===== src/rtl/posit_decoder_pipe_if.sv =====
// Operand/result bundle for the posit decoder: operand handshake in, decoded
// fields and output-valid back out.
interface posit_decoder_pipe_if #(
  parameter int posit_width = 8,
  parameter int es          = 1
);
  localparam int scale_width = es + $clog2(posit_width) + 1;

  logic                          en;
  logic                          stall;
  logic [posit_width-1:0]        posit_in;
  logic                          in_ready;
  logic                          sign;
  logic [posit_width-1:0]        frac;
  logic signed [scale_width-1:0] sf;
  logic                          exception;
  logic                          zero;
  logic                          ready;

  modport master (
    output en, stall, posit_in,
    input  in_ready, sign, frac, sf, exception, zero, ready
  );

  modport slave (
    input  en, stall, posit_in,
    output in_ready, sign, frac, sf, exception, zero, ready
  );
endinterface


===== src/rtl/posit_decoder_pipe.sv =====
// Two-stage posit decoder: stage 1 classifies and takes the magnitude, stage 2
// extracts regime/exponent/fraction into the encoder's sign/frac/sf format.
module posit_decoder_pipe #(
  parameter int posit_width = 8,
  parameter int es          = 1
) (
  input  logic                 clk,
  input  logic                 reset,
  posit_decoder_pipe_if.slave  bus
);
  localparam int N           = posit_width;
  localparam int scale_width = es + $clog2(posit_width) + 1;
  localparam int run_width   = $clog2(posit_width) + 1;
  localparam int ext_width   = (N - 1) + es + (N - 1);
  localparam logic signed [scale_width-1:0] one_s = 1;

  logic           v1_q, v1_d;
  logic           s1_q, s1_d;
  logic           nar1_q, nar1_d;
  logic           zero1_q, zero1_d;
  logic [N-2:0]   abs1_q, abs1_d;

  logic                          ready_q, ready_d;
  logic                          sign_q, sign_d;
  logic [N-1:0]                  frac_q, frac_d;
  logic signed [scale_width-1:0] sf_q, sf_d;
  logic                          exc_q, exc_d;
  logic                          zero_q, zero_d;

  logic                          r0;
  logic                          run_open;
  logic [run_width-1:0]          run_len;
  logic [ext_width-1:0]          ext;
  logic [es-1:0]                 e_bits;
  logic [N-2:0]                  frac_bits;
  logic signed [scale_width-1:0] m_s;
  logic signed [scale_width-1:0] k;
  logic signed [scale_width-1:0] sf_calc;

  assign bus.in_ready = ~bus.stall;

  // NOTE: every variable gets a hold/default value first so no latch is inferred.
  always_comb begin : stage1_next
    v1_d    = v1_q;
    s1_d    = s1_q;
    nar1_d  = nar1_q;
    zero1_d = zero1_q;
    abs1_d  = abs1_q;
    if (!bus.stall) begin
      v1_d = bus.en;
      if (bus.en) begin
        s1_d    = bus.posit_in[N-1];
        nar1_d  = (bus.posit_in == {1'b1, {(N-1){1'b0}}});
        zero1_d = (bus.posit_in == '0);
        // Low N-1 bits of the negation depend only on the low N-1 input bits.
        abs1_d  = bus.posit_in[N-1] ? (~bus.posit_in[N-2:0] + {{(N-2){1'b0}}, 1'b1})
                                    : bus.posit_in[N-2:0];
      end
    end
  end

  always_comb begin : regime_decode
    r0       = abs1_q[N-2];
    run_len  = '0;
    run_open = 1'b1;
    for (int i = N - 2; i >= 0; i--) begin
      if (run_open && (abs1_q[i] == r0)) run_len = run_len + 1'b1;
      else                               run_open = 1'b0;
    end
    // Shift past the run and its terminator; a missing terminator shifts in zeros.
    ext       = {abs1_q, {(es + N - 1){1'b0}}} << (run_len + 1'b1);
    e_bits    = ext[ext_width-1 -: es];
    frac_bits = ext[ext_width-1-es -: N-1];
    m_s       = signed'({{(scale_width - run_width){1'b0}}, run_len});
    k         = r0 ? (m_s - one_s) : -m_s;
    sf_calc   = (k <<< es) + signed'({{(scale_width - es){1'b0}}, e_bits});
  end

  always_comb begin : stage2_next
    ready_d = ready_q;
    sign_d  = sign_q;
    frac_d  = frac_q;
    sf_d    = sf_q;
    exc_d   = exc_q;
    zero_d  = zero_q;
    if (!bus.stall) begin
      ready_d = v1_q;
      if (v1_q) begin
        exc_d  = nar1_q;
        zero_d = zero1_q;
        if (nar1_q || zero1_q) begin
          sign_d = nar1_q;
          frac_d = '0;
          sf_d   = '0;
        end else begin
          sign_d = s1_q;
          frac_d = {1'b1, frac_bits};
          sf_d   = sf_calc;
        end
      end
    end
  end

  // NOTE: state registers use non-blocking assignments so all flops update together.
  always_ff @(posedge clk or posedge reset) begin
    if (reset) begin
      v1_q    <= 1'b0;
      s1_q    <= 1'b0;
      nar1_q  <= 1'b0;
      zero1_q <= 1'b0;
      abs1_q  <= '0;
      ready_q <= 1'b0;
      sign_q  <= 1'b0;
      frac_q  <= '0;
      sf_q    <= '0;
      exc_q   <= 1'b0;
      zero_q  <= 1'b0;
    end else begin
      v1_q    <= v1_d;
      s1_q    <= s1_d;
      nar1_q  <= nar1_d;
      zero1_q <= zero1_d;
      abs1_q  <= abs1_d;
      ready_q <= ready_d;
      sign_q  <= sign_d;
      frac_q  <= frac_d;
      sf_q    <= sf_d;
      exc_q   <= exc_d;
      zero_q  <= zero_d;
    end
  end

  assign bus.ready     = ready_q;
  assign bus.sign      = sign_q;
  assign bus.frac      = frac_q;
  assign bus.sf        = sf_q;
  assign bus.exception = exc_q;
  assign bus.zero      = zero_q;
endmodule


===== src/flat_wrapper.sv =====
// flat-port wrapper written by rule: the top's interface ports become plain ports
module posit_decoder_pipe_flat 
#(
  parameter int posit_width = 8,
  parameter int es          = 1
)
  (clk, reset, bus_en, bus_stall, bus_posit_in, bus_in_ready, bus_sign, bus_frac, bus_sf, bus_exception, bus_zero, bus_ready);
  posit_decoder_pipe_if #(.posit_width(posit_width), .es(es)) bus_i ();
  input  logic clk;
  input  logic reset;
  input wire logic [$bits(bus_i.en)-1:0] bus_en;
  input wire logic [$bits(bus_i.stall)-1:0] bus_stall;
  input wire logic [$bits(bus_i.posit_in)-1:0] bus_posit_in;
  output wire logic [$bits(bus_i.in_ready)-1:0] bus_in_ready;
  output wire logic [$bits(bus_i.sign)-1:0] bus_sign;
  output wire logic [$bits(bus_i.frac)-1:0] bus_frac;
  output wire logic [$bits(bus_i.sf)-1:0] bus_sf;
  output wire logic [$bits(bus_i.exception)-1:0] bus_exception;
  output wire logic [$bits(bus_i.zero)-1:0] bus_zero;
  output wire logic [$bits(bus_i.ready)-1:0] bus_ready;
  assign bus_i.en = bus_en;
  assign bus_i.stall = bus_stall;
  assign bus_i.posit_in = bus_posit_in;
  assign bus_in_ready = bus_i.in_ready;
  assign bus_sign = bus_i.sign;
  assign bus_frac = bus_i.frac;
  assign bus_sf = bus_i.sf;
  assign bus_exception = bus_i.exception;
  assign bus_zero = bus_i.zero;
  assign bus_ready = bus_i.ready;
  posit_decoder_pipe #(.posit_width(posit_width), .es(es)) u_core (.clk(clk), .reset(reset), .bus(bus_i));
endmodule

===== config.mk =====
export PLATFORM = sky130hd
export DESIGN_NAME = posit_decoder_pipe_flat
export DESIGN_NICKNAME = d
export VERILOG_FILES = /design/src/rtl/posit_decoder_pipe_if.sv /design/src/rtl/posit_decoder_pipe.sv /design/src/flat_wrapper.sv
export SDC_FILE = /design/constraint.sdc
export NUM_CORES = 1
export LEC_CHECK = 0
export CAP_MARGIN = 20
export CORE_ASPECT_RATIO = 1.1
export CORE_MARGIN = 1
export CORE_UTILIZATION = 50
export DETAILED_ROUTE_END_ITERATION = 8
export GPL_TIMING_DRIVEN = 0
export PLACE_DENSITY = 0.75
export RECOVER_POWER = 100
export SYNTH_ARGS = -nofsm -noshare
export SYNTH_HDL_FRONTEND = slang
export SYNTH_SLANG_ARGS = --single-unit

===== constraint.sdc =====
create_clock -name clk -period 3.07 [get_ports clk]
set_input_delay 0.307 -clock clk [delete_from_list [all_inputs] [get_ports clk]]
set_output_delay 0.307 -clock clk [all_outputs]
set_load 0.01 [all_outputs]

Word level (Yosys, flattened, before mapping)
Index checks and enable logic that the tools add are counted.
{ "word_totals": {"elab_cells": 56, "out_inout_bits": 18, "register_bits": 28, "input_bits": 12} }
{ "op_classes": {"add_sub_neg": 10, "bitwise_logic": 2, "n_reduce_logical": 9, "eq_ne": 7, "shifts": 1, "muxes": 16} }
{ "op_table": {"columns": ["cell", "n"], "rows": [
  ["4-bit two-way mux", 6],
  ["4-bit by 1-bit adder with 4-bit output (second input constant)", 5],
  ["15-bit by 4-bit << shifter with 15-bit output", 1],
  ["8-bit == test (second input constant)", 1],
  ["8-bit logical NOT", 1],
  ["8-bit two-way mux", 1],
  ["7-bit by 1-bit adder with 7-bit output (second input constant)", 1],
  ["7-bit two-way mux", 1],
  ["7-bit inverter", 1],
  ["1-bit == test", 6],
  ["1-bit two-way mux", 6],
  ["5-bit by 2-bit adder with 5-bit output", 1],
  ["1-bit logical AND", 5],
  ["5-bit two-way mux", 1],
  ["4-bit negator", 1],
  ["2-bit AND reduction", 2],
  ["4-bit by 1-bit subtractor with 4-bit output (second input constant)", 1],
  ["2-bit by 1-bit adder with 3-bit output (second input constant)", 1],
  ["2-bit two-way mux", 1],
  ["1-bit logical OR", 1],
  ["1-bit inverter", 1]
]} }

Logic depth before layout (Yosys ltp)
{ "logic_depth": {"depth_word": 16, "ltp_mapped": 13, "depth_no_buf": 11} }

Least setup slack after synthesis
OpenSTA, ideal clock, no wires.
{ "synth_path": {"path_type": "register to register", "start": "register u_core.abs1_q[6]", "end": "register u_core.frac_q[6], in the netlist u_core.bus.frac[6]", "path_stages_with_launch": 13, "slack_ps": 414, "setup_time_ps": 131, "required_ps": 2939, "path_buffers": 2, "synth_period_minus_slack_ps": 2656, "arrival_ps": 2524, "path_cell_list": "dfrtp_1 > buf_6 > or3b_1 > o21ai_0 > nand2b_1 > nand2_1 > ha_1 > clkbuf_1 > a21oi_4 > o221ai_2 > a221oi_1 > a311oi_1 > o31ai_2"} }
{ "synth_between": {"elab_chain_len": 15, "elab_cells_between_ends": 30, "cone_classes": "add/sub: 6; eq/ne: 6; shift: 1; mux: 12; reduce/logical: 5"} }
{ "synth_lines": {"columns": ["element", "line_no", "rtl"], "rows": [
  ["from (decl)", "posit_decoder_pipe.sv:21", "logic [N-2:0] abs1_q, abs1_d;"],
  ["from (signal assigned)", "posit_decoder_pipe.sv:123", "abs1_q <= abs1_d;"],
  ["1-bit == test", "posit_decoder_pipe.sv:67", "if (run_open && (abs1_q[i] == r0)) run_len = run_len + 1'b1;"],
  ["2-bit two-way mux / 1-bit two-way mux (equally long branches)", "posit_decoder_pipe.sv:67", null],
  ["2-bit by 1-bit adder with 3-bit output / 1-bit logical AND (equally long branches)", "posit_decoder_pipe.sv:67", null],
  ["4-bit two-way mux / 1-bit two-way mux (equally long branches)", "posit_decoder_pipe.sv:67", null],
  ["4-bit by 1-bit adder with 4-bit output / 1-bit logical AND (equally long branches)", "posit_decoder_pipe.sv:67", null],
  ["4-bit two-way mux / 1-bit two-way mux (equally long branches)", "posit_decoder_pipe.sv:67", null],
  ["4-bit by 1-bit adder with 4-bit output / 1-bit logical AND (equally long branches)", "posit_decoder_pipe.sv:67", null],
  ["4-bit two-way mux / 1-bit two-way mux (equally long branches)", "posit_decoder_pipe.sv:67", null],
  ["4-bit by 1-bit adder with 4-bit output / 1-bit logical AND (equally long branches)", "posit_decoder_pipe.sv:67", null],
  ["4-bit two-way mux / 1-bit two-way mux (equally long branches)", "posit_decoder_pipe.sv:67", null],
  ["4-bit by 1-bit adder with 4-bit output / 1-bit logical AND (equally long branches)", "posit_decoder_pipe.sv:67", null],
  ["4-bit two-way mux", "posit_decoder_pipe.sv:67", null],
  ["4-bit by 1-bit adder with 4-bit output", "posit_decoder_pipe.sv:71", "ext = {abs1_q, {(es + N - 1){1'b0}}} << (run_len + 1'b1);"],
  ["15-bit by 4-bit << shifter with 15-bit output *", "posit_decoder_pipe.sv:71", null],
  ["8-bit two-way mux *", "posit_decoder_pipe.sv:91", "if (nar1_q || zero1_q) begin"],
  ["to (signal assigned)", "posit_decoder_pipe.sv:126", "frac_q <= frac_d;"],
  ["to (decl)", "posit_decoder_pipe.sv:25", "logic [N-1:0] frac_q, frac_d;"]
]} }
Mark *: on every way between the ends. The rest lies on a longest branch, timed or not.
A chain may end at the register's enable or synchronous reset.

Final worst setup path
Ends and elaborated chain as after synthesis.

==> impl_metrics.csv <==
group,metric,value,unit
placed_design,place_hpwl,3390,um
clock_network,postCtsSetupRepairBufs,0,
synthesis,yosys-top-cells-area,"dfrtp_1 (34%), nand2_1 (8.2%), o21ai_0 (5.0%), a21oi_1 (3.0%), ha_1 (2.5%)",
critical_path,start_kind,"flip-flop",
outcome,status,"finished, final reports clean",
clock_network,hold_buffers,0,
power,p_leak,1.06,nW
detailed_routing,drt-total-wl,4500,um
detailed_routing,ant_nets,0,
sta,fin_crit,2900,ps
synthesis,yosysWarnings,0,
critical_path,end_kind,"flip-flop",
detailed_routing,post_drt_wl_per_cell,14.0,um
sta,setup-tns-final,0,ps
sta,worstMarginPinSlew,1280,ps
global_routing,grtUsageTotal,22.5,%
layout,layout-drive-gt1-share,12.9,%
sta,fmax,345,MHz
synthesis,synth_top_area_share,33.7,%
sta,setup_viol,0,
hold_path,hp-class,"primary input to asynchronous set/reset pin",
layout,fin_cells,322,
detailed_routing,drc_errors,0,
synthesis,yosysTopAreaCell,"dfrtp_1",
detailed_routing,wl_met2,2260,um
clock_network,clkSinkCount,27,
clock_network,cts_buffer_depth,2,
power,cellPowerDensity,623,mW/mm^2
global_routing,grt_overflow_total,0,
placed_design,io_buffers,27,
global_routing,grt_pass1_vias,1668,
critical_path,crit_required,3250,ps
synthesis,ys_seq_elements,27,
synthesis,synth_area,0.00201,mm^2
synthesis,async_flop_share,100,%
critical_path,crit_arrival,3080,ps
clock_network,h-tree-depth,1,
synthesis,synthCells,240,
layout,mostFrequentLayoutCells,"nand2_1 (44), dfrtp_1 (27), o21ai_0 (22)",
layout,stdcell_area,0.00237,mm^2
power,ir_worst_vdd,0.301,mV
die,die_w,62.4,um
layout,layout_commonest_cell,"nand2_1",
synthesis,synth_seq_area_share,33.7,%
die,core_area,0.00374,mm^2
clock_network,cts_made_buffers,3,
detailed_routing,wl_met3,105,um
synthesis,synth_edf_count,0,
sta,relSlewSlack,14.8,%
placed_design,placed_area,0.00234,mm^2
global_routing,grt_pass1_wl,7590,um
layout,antenna_cells,0,
detailed_routing,drt_iter0_markers,124,
die,start_util,53.6,%
placed_design,place_inst,317,
sta,drv_slew,0,
detailed_routing,via_per_inst,5.70,
clock_network,ctsResizeCount,1,
synthesis,yosys.cell_types.count,63,
die,dieArea,0.00427,mm^2
die,die_y,68.4,um
clock_network,clk_pin_slew,90,ps
detailed_routing,num_vias,1835,
synthesis,ys.flop_type,"dfrtp_1",
detailed_routing,dr.max_layer_used,"met4",
global_routing,grt_max_degree,28,
sta,hold_viol,0,
placed_design,gp_congestion,0.887,
die,boundaryPins,30,
sta,post-route-period-util,94.4,%
synthesis,avgSynthCellArea,8.36,um^2
sta,skew,3.40,ps
global_routing,antenna_found_initial,0,
critical_path,crit_type,"flip-flop to flip-flop",
detailed_routing,dr.pass1.iters,4,
sta,whs,334,ps
layout,final_nets,289,
clock_network,root_buffer,"clkbuf_8",
layout,syn2layout_area_growth,18.3,%
die,rows,23,
critical_path,cp_max_fo,10,
detailed_routing,wl_met1,2020,um
clock_network,clk_latency,260,ps
run,cap_viol_max_count,0,
clock_network,cts_tree,"done",
sta,rsz0062_at_grt,"false",
power,finalPower,0.00148,W
synthesis,syn_nets,256,
cell type report:
| cell class | count | area [um^2] |
|---|---|---|
| buffer | 18 | 114 |
| clock buffer | 3 | 41.3 |
| clock inverter | 1 | 5.00 |
| fill | 359 | 1370 |
| inverter | 15 | 56.3 |
| multi-input combinational | 180 | 1140 |
| sequential | 27 | 676 |
| tap | 50 | 62.6 |
| timing repair buffer | 28 | 274 |
Yosys cell counts, types with 3 or more instances:
cell      instances
buf_4             3
a21oi_1          12
dfrtp_1          27
o31ai_1           5
buf_2             3
o21ai_0          20
ha_1              4
xnor2_1           4
nand2b_1          8
inv_1            13
o21ai_1          10
xor2_1            4
clkbuf_1          6
nor2_1           10
buf_6             4
a21o_1            4
nand2_1          44
nor3_1            4
final timing paths:
path | cells after the start | to | from | slack [ps]
min reg2reg | 2 | u_core.bus.ready$_DFFE_PP0N_ | u_core.bus.ready$_DFFE_PP0N_ | 480
max in group asynchronous | 3 | u_core.bus.ready$_DFFE_PP0N_ | reset | 1330
min | 2 | u_core.bus.frac[7]$_DFFE_PP0P_ | reset | 330
min in group clk | 3 | u_core.nar1_q$_DFFE_PP0P_ | bus_posit_in[7] | 440
max | 12 | u_core.bus.frac[6]$_DFFE_PP0P_ | u_core.abs1_q[6]$_DFFE_PP0P_ | 170
max reg2reg | 12 | u_core.bus.frac[6]$_DFFE_PP0P_ | u_core.abs1_q[6]$_DFFE_PP0P_ | 170
layer usage:
metal,global-route usage [%],vias to the layer above
li1,-,903
met4,8.14,0
met1,28.0,873
met3,2.17,10
met5,0,-
met2,41.0,49
power breakdown:
group          internal (W)  switching (W)
Combinational      0.000349       0.000443
Clock             0.0000907       0.000105
Sequential         0.000439      0.0000523
Total              0.000878       0.000600
worst max-delay path: stages (launching register included):
cell	delay (ps)
dfrtp_1	420
buf_6	160
or3b_1	380
o21ai_0	120
nand2b_1	140
nand2_1	120
ha_1	320
buf_4	200
a21oi_4	150
o221ai_2	120
a221oi_1	320
a311oi_1	110
o31ai_2	260
sequential cells by signal (all words and copies together), names as in the netlist:
register,flops
u_core.abs1_q,7
u_core.bus.frac,7
u_core.bus.sf,5
u_core.bus.exception,1
u_core.bus.ready,1
u_core.bus.sign,1
u_core.bus.zero,1
u_core.nar1_q,1
u_core.s1_q,1
u_core.v1_q,1
u_core.zero1_q,1
cells by family (layout without fill, tap and decap cells):
group           Yosys count  after routing  synth area share, %
compound gates           79             79                 27.8
xor+xnor                  9              9                 4.30
fa+ha+maj                 5              5                 3.05
buf+inv                  33             65                 8.60
flops                    27             27                 33.7
mux                       2              2                 1.06
other cells               1              1                0.187
simple gates             84             84                 21.3
per-stage QoR:
| step | utilization (%) | setup WS, ps |
|---|---|---|
| after detailed placement | 62.5 | -52.9 |
| after global placement | 62.5 | -31.5 |
| after floorplan | - | 414 |
| final | 63.4 | 171 |
| after global routing | 63.4 | 22.4 |
| after CTS | 63.8 | 106 |
(Power assumes the default switching activity.)
